==> src/rtl/uart_apb_master.sv <==
// UART-framed APB requester: decodes byte-stream read/write commands, runs one
// APB transfer per frame and streams a status byte (plus read data) back out.
module uart_apb_master #(
    parameter int unsigned TIMEOUT = 1023
) (
    input  logic        clk,
    input  logic        resetn,
    input  logic        rx_valid,
    input  logic [7:0]  rx_data,
    output logic        tx_valid,
    output logic [7:0]  tx_data,
    input  logic        tx_ready,
    output logic        m_psel,
    output logic        m_penable,
    output logic        m_pwrite,
    output logic [31:0] m_paddr,
    output logic [31:0] m_pwdata,
    output logic [3:0]  m_pstrb,
    output logic [2:0]  m_pprot,
    input  logic [31:0] m_prdata,
    input  logic        m_pready,
    input  logic        m_pslverr,
    output logic        busy
);
    localparam int unsigned      TO_W    = (TIMEOUT < 2) ? 1 : $clog2(TIMEOUT);
    localparam logic [TO_W-1:0]  TO_LAST = TO_W'(TIMEOUT - 1);
    localparam logic [7:0]       CMD_WR  = 8'h57;
    localparam logic [7:0]       CMD_RD  = 8'h52;
    localparam logic [7:0]       RSP_OK  = 8'h4B;
    localparam logic [7:0]       RSP_ERR = 8'h45;
    localparam logic [7:0]       RSP_BAD = 8'h3F;

    typedef enum logic [2:0] {
        S_IDLE,
        S_ADDR,
        S_DATA,
        S_SETUP,
        S_ACCESS,
        S_RESP
    } state_t;

    state_t            state_q, state_d;
    logic [1:0]        cnt_q, cnt_d;
    logic              op_wr_q, op_wr_d;
    logic [31:0]       addr_q, addr_d;
    logic [31:0]       wdata_q, wdata_d;
    logic [31:0]       rsp_q, rsp_d;
    logic [2:0]        rsp_left_q, rsp_left_d;
    logic [TO_W-1:0]   to_cnt_q, to_cnt_d;
    logic              tx_valid_q, tx_valid_d;
    logic [7:0]        tx_data_q, tx_data_d;
    logic              pwrite_q, pwrite_d;
    logic [31:0]       paddr_q, paddr_d;
    logic [31:0]       pwdata_q, pwdata_d;
    logic [3:0]        pstrb_q, pstrb_d;

    always_ff @(posedge clk or negedge resetn) begin
        if (!resetn) begin
            state_q    <= S_IDLE;
            cnt_q      <= '0;
            op_wr_q    <= 1'b0;
            addr_q     <= '0;
            wdata_q    <= '0;
            rsp_q      <= '0;
            rsp_left_q <= '0;
            to_cnt_q   <= '0;
            tx_valid_q <= 1'b0;
            tx_data_q  <= '0;
            pwrite_q   <= 1'b0;
            paddr_q    <= '0;
            pwdata_q   <= '0;
            pstrb_q    <= '0;
        end else begin
            state_q    <= state_d;
            cnt_q      <= cnt_d;
            op_wr_q    <= op_wr_d;
            addr_q     <= addr_d;
            wdata_q    <= wdata_d;
            rsp_q      <= rsp_d;
            rsp_left_q <= rsp_left_d;
            to_cnt_q   <= to_cnt_d;
            tx_valid_q <= tx_valid_d;
            tx_data_q  <= tx_data_d;
            pwrite_q   <= pwrite_d;
            paddr_q    <= paddr_d;
            pwdata_q   <= pwdata_d;
            pstrb_q    <= pstrb_d;
        end
    end

    always_comb begin
        state_d    = state_q;
        cnt_d      = cnt_q;
        op_wr_d    = op_wr_q;
        addr_d     = addr_q;
        wdata_d    = wdata_q;
        rsp_d      = rsp_q;
        rsp_left_d = rsp_left_q;
        to_cnt_d   = to_cnt_q;
        tx_valid_d = tx_valid_q;
        tx_data_d  = tx_data_q;
        pwrite_d   = pwrite_q;
        paddr_d    = paddr_q;
        pwdata_d   = pwdata_q;
        pstrb_d    = pstrb_q;

        case (state_q)
            S_IDLE: begin
                if (rx_valid) begin
                    if (rx_data == CMD_WR || rx_data == CMD_RD) begin
                        op_wr_d = (rx_data == CMD_WR);
                        cnt_d   = '0;
                        state_d = S_ADDR;
                    end else begin
                        tx_valid_d = 1'b1;
                        tx_data_d  = RSP_BAD;
                        rsp_left_d = '0;
                        state_d    = S_RESP;
                    end
                end
            end
            S_ADDR: begin
                if (rx_valid) begin
                    addr_d = {addr_q[23:0], rx_data};
                    cnt_d  = cnt_q + 2'd1;
                    if (cnt_q == 2'd3) begin
                        if (op_wr_q) begin
                            state_d = S_DATA;
                        end else begin
                            // APB payload registers are loaded on SETUP entry so they
                            // keep their last value once the transfer is over.
                            paddr_d  = addr_d;
                            pwrite_d = 1'b0;
                            pwdata_d = '0;
                            pstrb_d  = 4'h0;
                            state_d  = S_SETUP;
                        end
                    end
                end
            end
            S_DATA: begin
                if (rx_valid) begin
                    wdata_d = {wdata_q[23:0], rx_data};
                    cnt_d   = cnt_q + 2'd1;
                    if (cnt_q == 2'd3) begin
                        paddr_d  = addr_q;
                        pwrite_d = 1'b1;
                        pwdata_d = wdata_d;
                        pstrb_d  = 4'hF;
                        state_d  = S_SETUP;
                    end
                end
            end
            S_SETUP: begin
                to_cnt_d = '0;
                state_d  = S_ACCESS;
            end
            S_ACCESS: begin
                if (m_pready) begin
                    tx_valid_d = 1'b1;
                    state_d    = S_RESP;
                    rsp_d      = m_prdata;
                    if (m_pslverr) begin
                        tx_data_d  = RSP_ERR;
                        rsp_left_d = '0;
                    end else begin
                        tx_data_d  = RSP_OK;
                        rsp_left_d = pwrite_q ? 3'd0 : 3'd4;
                    end
                end else if (to_cnt_q == TO_LAST) begin
                    tx_valid_d = 1'b1;
                    tx_data_d  = RSP_ERR;
                    rsp_left_d = '0;
                    state_d    = S_RESP;
                end else begin
                    to_cnt_d = to_cnt_q + TO_W'(1);
                end
            end
            S_RESP: begin
                if (tx_ready) begin
                    if (rsp_left_q == 3'd0) begin
                        tx_valid_d = 1'b0;
                        state_d    = S_IDLE;
                    end else begin
                        tx_data_d  = rsp_q[31:24];
                        rsp_d      = {rsp_q[23:0], 8'h00};
                        rsp_left_d = rsp_left_q - 3'd1;
                    end
                end
            end
            default: state_d = S_IDLE;
        endcase
    end

    assign m_psel    = (state_q == S_SETUP) || (state_q == S_ACCESS);
    assign m_penable = (state_q == S_ACCESS);
    assign m_pwrite  = pwrite_q;
    assign m_paddr   = paddr_q;
    assign m_pwdata  = pwdata_q;
    assign m_pstrb   = pstrb_q;
    assign m_pprot   = 3'b000;
    assign tx_valid  = tx_valid_q;
    assign tx_data   = tx_data_q;
    assign busy      = (state_q != S_IDLE);

endmodule

==> config.mk <==
export PLATFORM = sky130hd
export DESIGN_NAME = uart_apb_master
export DESIGN_NICKNAME = d
export VERILOG_FILES = /design/src/rtl/uart_apb_master.sv
export SDC_FILE = /design/constraint.sdc
export NUM_CORES = 1
export LEC_CHECK = 0
export ABC_AREA = 1
export BUFFER_PORTS_ARGS = -buffer_cell sky130_fd_sc_hd__buf_2
export CORE_UTILIZATION = 50
export CTS_CLUSTER_DIAMETER = 60
export DETAILED_ROUTE_END_ITERATION = 7
export PLACE_DENSITY = 0.82
export SKIP_LAST_GASP = 1
export SLEW_MARGIN = 20
export SYNTH_ARGS = -nofsm -noshare
export SYNTH_HDL_FRONTEND = slang
export SYNTH_SLANG_ARGS = --single-unit
==> constraint.sdc <==
create_clock -name clk -period 1.6 [get_ports clk]
set_clock_uncertainty 0.1 [all_clocks]
set_input_delay 0.32 -clock clk [delete_from_list [all_inputs] [get_ports clk]]
set_output_delay 0.32 -clock clk [all_outputs]
set_load 0.05 [all_outputs]
==> results_dict.tcl <==
set metrics [dict create \
    status "finished with violations" \
    violations "negative setup slack" \
    synth_edf_count 0 \
    pwr_density_cell_mw_per_mm2 2250 \
    drive_above_1_share_pct 41.6 \
    synth.top_cell.area_share_pct 56.2 \
    htreeDepth 4 \
    grt_remaining_overflow 0 \
    cts.path.max_buffers 2 \
    drv_slew 0 \
    rows 46 \
    first_pass_iters 6 \
    avgRoutedWirePerCell_um 20.0 \
    r2r_end "tx_data[4]$_DFFE_PN0P_" \
    core_area_mm2 0.0158 \
    cts_tree "done" \
    synthCells 967 \
    fill_cells 882 \
    p_int_mw 14.0 \
    crit_end "m_penable" \
    whs_ns 0.0282 \
    grt_use_total_pct 27.9 \
    clock.fmax_mhz 521 \
    start_util_pct 51.0 \
    vias_per_cell 5.76 \
    antenna_left 0 \
    drt_wl_total_um 28200 \
    netlist_top_cells_area "dfrtp_1 (56%), nand2_1 (12%), o21ai_0 (7.4%)" \
    ys_warn_count 0 \
    cts_root_buffer "clkbuf_16" \
    clk_pin_slew_ns 0.07 \
    finalSetupViolations 159 \
    seqPwrFrac_pct 29.9 \
    cp.arrival_ns 1.50 \
    synth.cells.most_frequent "nand2_1 (254), dfrtp_1 (181), inv_1 (123)" \
    switching_share_pct 47.6 \
    top_level_ports 130 \
    fin_util_pct 74.8 \
    cap_violations 0 \
    ir_worst_vdd_uv 1240 \
    synth_top_area_cell "dfrtp_1" \
    reg2reg_setup_slack_ns -0.32 \
    cts_buffers 17 \
    critPathLaunch "state_q[2]$_DFFE_PN0P_" \
    critPathKind "reg -> out" \
    rr_worst_depth 12 \
    synth_area_mm2 0.00807 \
    period_minus_slack_ns 1.92 \
    synth_flop_cell "dfrtp_1" \
    worstPathMaxFanout 4 \
    yosysSeqAreaShare_pct 56.2 \
    first_iter_violations 879 \
    cellLeakagePower_nw 5.88 \
    end_kind "output port" \
    yosysMostFrequentCell "nand2_1" \
    syn_avg_cell_area_um2 8.34 \
    clock-sinks 181 \
    design_area_mm2 0.0118 \
    cp.required_ns 1.18 \
    hold_violations 0 \
    reg2reg_from "state_q[2]$_DFFE_PN0P_" \
    grt_pass1_vias 7173 \
    synth-seq-cells 181 \
    drc 0 \
    worst_slack_ns -0.320 \
    gp_congestion 0.845 \
    hpwl_um 12800 \
    fin_crit_sh_pct 120 \
    clk_latency_ns 0.44 \
    hp-class "in -> reg" \
    rsz0062_at_grt "yes" \
    final_nets 1233 \
    dpl_cell_area_mm2 0.00940 \
    area_delta_synth_final_pct 46.8 \
    share_comb_of_total_power_pct 53.6 \
    pwr-share-clk_pct 16.5 \
    grt_pass1_wl_um 35500 \
    die_y_um 129 \
    ys_async_sr_fraction_pct 100 \
    grt_max_degree 65 \
    synth.distinct_cells 30 \
    antenna_found_initial 1 \
    io_buffers 126 \
    cp-start-kind "flip-flop" \
    fp.dieArea_mm2 0.0166 \
    vias 8122 \
    die_width_um 129 \
    switching_power_mw 12.7 \
]
==> worst min path at each step <==
stage | startpoint | end | slack [ns] | depth (start not counted)
floorplan | resetn | addr_q[0]$_DFFE_PN0P_ | -0.08 | 0
global placement | resetn | tx_data[7]$_DFFE_PN0P_ | 0.07 | 1
detailed placement | resetn | tx_data[7]$_DFFE_PN0P_ | 0.07 | 1
CTS | rx_data[5] | wdata_q[5]$_DFFE_PN0P_ | 0.03 | 3
global route | m_prdata[7] | rsp_q[7]$_DFFE_PN0P_ | 0.03 | 3
finish | rx_data[5] | wdata_q[5]$_DFFE_PN0P_ | 0.03 | 3
==> routing by layer <==
metal | global-route usage, % | vias up | wire length, um
li1 | - | 3500 | -
met1 | 36.3 | 3972 | 10400
met2 | 45.1 | 514 | 14200
met3 | 4.91 | 136 | 2150
met4 | 14.1 | 0 | 1480
met5 | 0 | - | 0
==> kinds of logic (layout without fill, tap and decap cells) <==
| group | count (synthesis) | after routing | share of synthesized area (%) |
|---|---|---|---|
| buf+inv | 186 | 410 | 9.79 |
| fa+ha+maj | 5 | 5 | 0.776 |
| xor+xnor | 3 | 3 | 0.326 |
| flops | 181 | 181 | 56.2 |
| simple gates | 363 | 364 | 17.9 |
| other cells | 1 | 4 | 0.0465 |
| compound gates | 228 | 228 | 15.0 |
==> layout make-up <==
class | instances | area, um2 | area share [%]
tap | 216 | 270 | 2.28
clock buffer | 21 | 460 | 3.89
multi-input combinational | 603 | 3810 | 32.2
antenna | 1 | 2.50 | 0.0211
sequential | 181 | 4530 | 38.3
inverter | 131 | 523 | 4.42
clock inverter | 10 | 143 | 1.20
timing repair buffer | 247 | 2090 | 17.6
timing repair inverter | 1 | 11.3 | 0.0951
==> worst max-delay path: stages (launching register included) <==
cell and delay [ns]:
dfrtp_2 0.47, inv_2 0.07, nor2_4 0.13, nand2_4 0.09
buf_6 0.13, clkinv_4 0.05, buf_12 0.13
==> placed cells by master (no fill, tap or decap), drive strengths merged, types with 2 or more instances in the layout <==
cell      synthesis  layout
o21bai            3       3
conb              1       3
a21oi            41      41
o31ai             2       2
nand3            35      35
xor2              2       2
ha                5       5
o21ai           148     148
nor2             65      65
nand4             3       3
nand2           258     259
inv             130     134
o21a              8       8
dfrtp           181     181
o22ai            26      26
clkinvlp          0       2
clkbuf           19      28
buf              36     239
clkinv            1       3
bufinv            0       3
==> power groups by stage <==
stage	sequential (mW)	clock, mW	combinational [mW]
2_1_floorplan	10.1	0	4.63
3_3_place_gp	7.54	0	9.97
3_5_place_dp	7.60	0	10.2
4_1_cts	7.58	4.35	12.0
5_1_grt	8.12	4.56	15.1
6_report	7.98	4.40	14.3
==> what timing repair did <==
| item | 4_1_cts | 5_1_grt |
|---|---|---|
| hold endpoints to repair | 181 | 0 |
| setup buffers | 18 | 19 |
| setup endpoints to repair | 135 | 156 |
| cloned | 9 | 10 |
| resized for setup | 124 | 226 |
| pin swaps | 23 | 20 |
| hold buffers | 1 | 0 |
==> registers in the layout (all words and copies together) (netlist names) <==
| signal | cells |
|---|---|
| wdata_q | 24 |
| op_wr_q | 1 |
| state_q | 3 |
| rsp_q | 32 |
| m_pstrb | 1 |
| addr_q | 32 |
| rsp_left_q | 3 |
| cnt_q | 2 |
| tx_data | 8 |
| m_pwdata | 32 |
| to_cnt_q | 10 |
| tx_valid | 1 |
| m_paddr | 32 |
==> per-stage QoR <==
stage,setup TNS (ns),setup WS [ns],std cells,power (mW)
after floorplan,-1.10,-0.0515,969,14.8
final,-27.29,-0.320,1411,26.6
after global placement,-3.37,-0.0706,1327,17.5
after detailed placement,-10.51,-0.197,1327,17.8
after global routing,-35.46,-0.374,1411,27.8
after CTS,-11.00,-0.242,1385,23.9
Note: power is estimated with default switching activity, not from simulation.
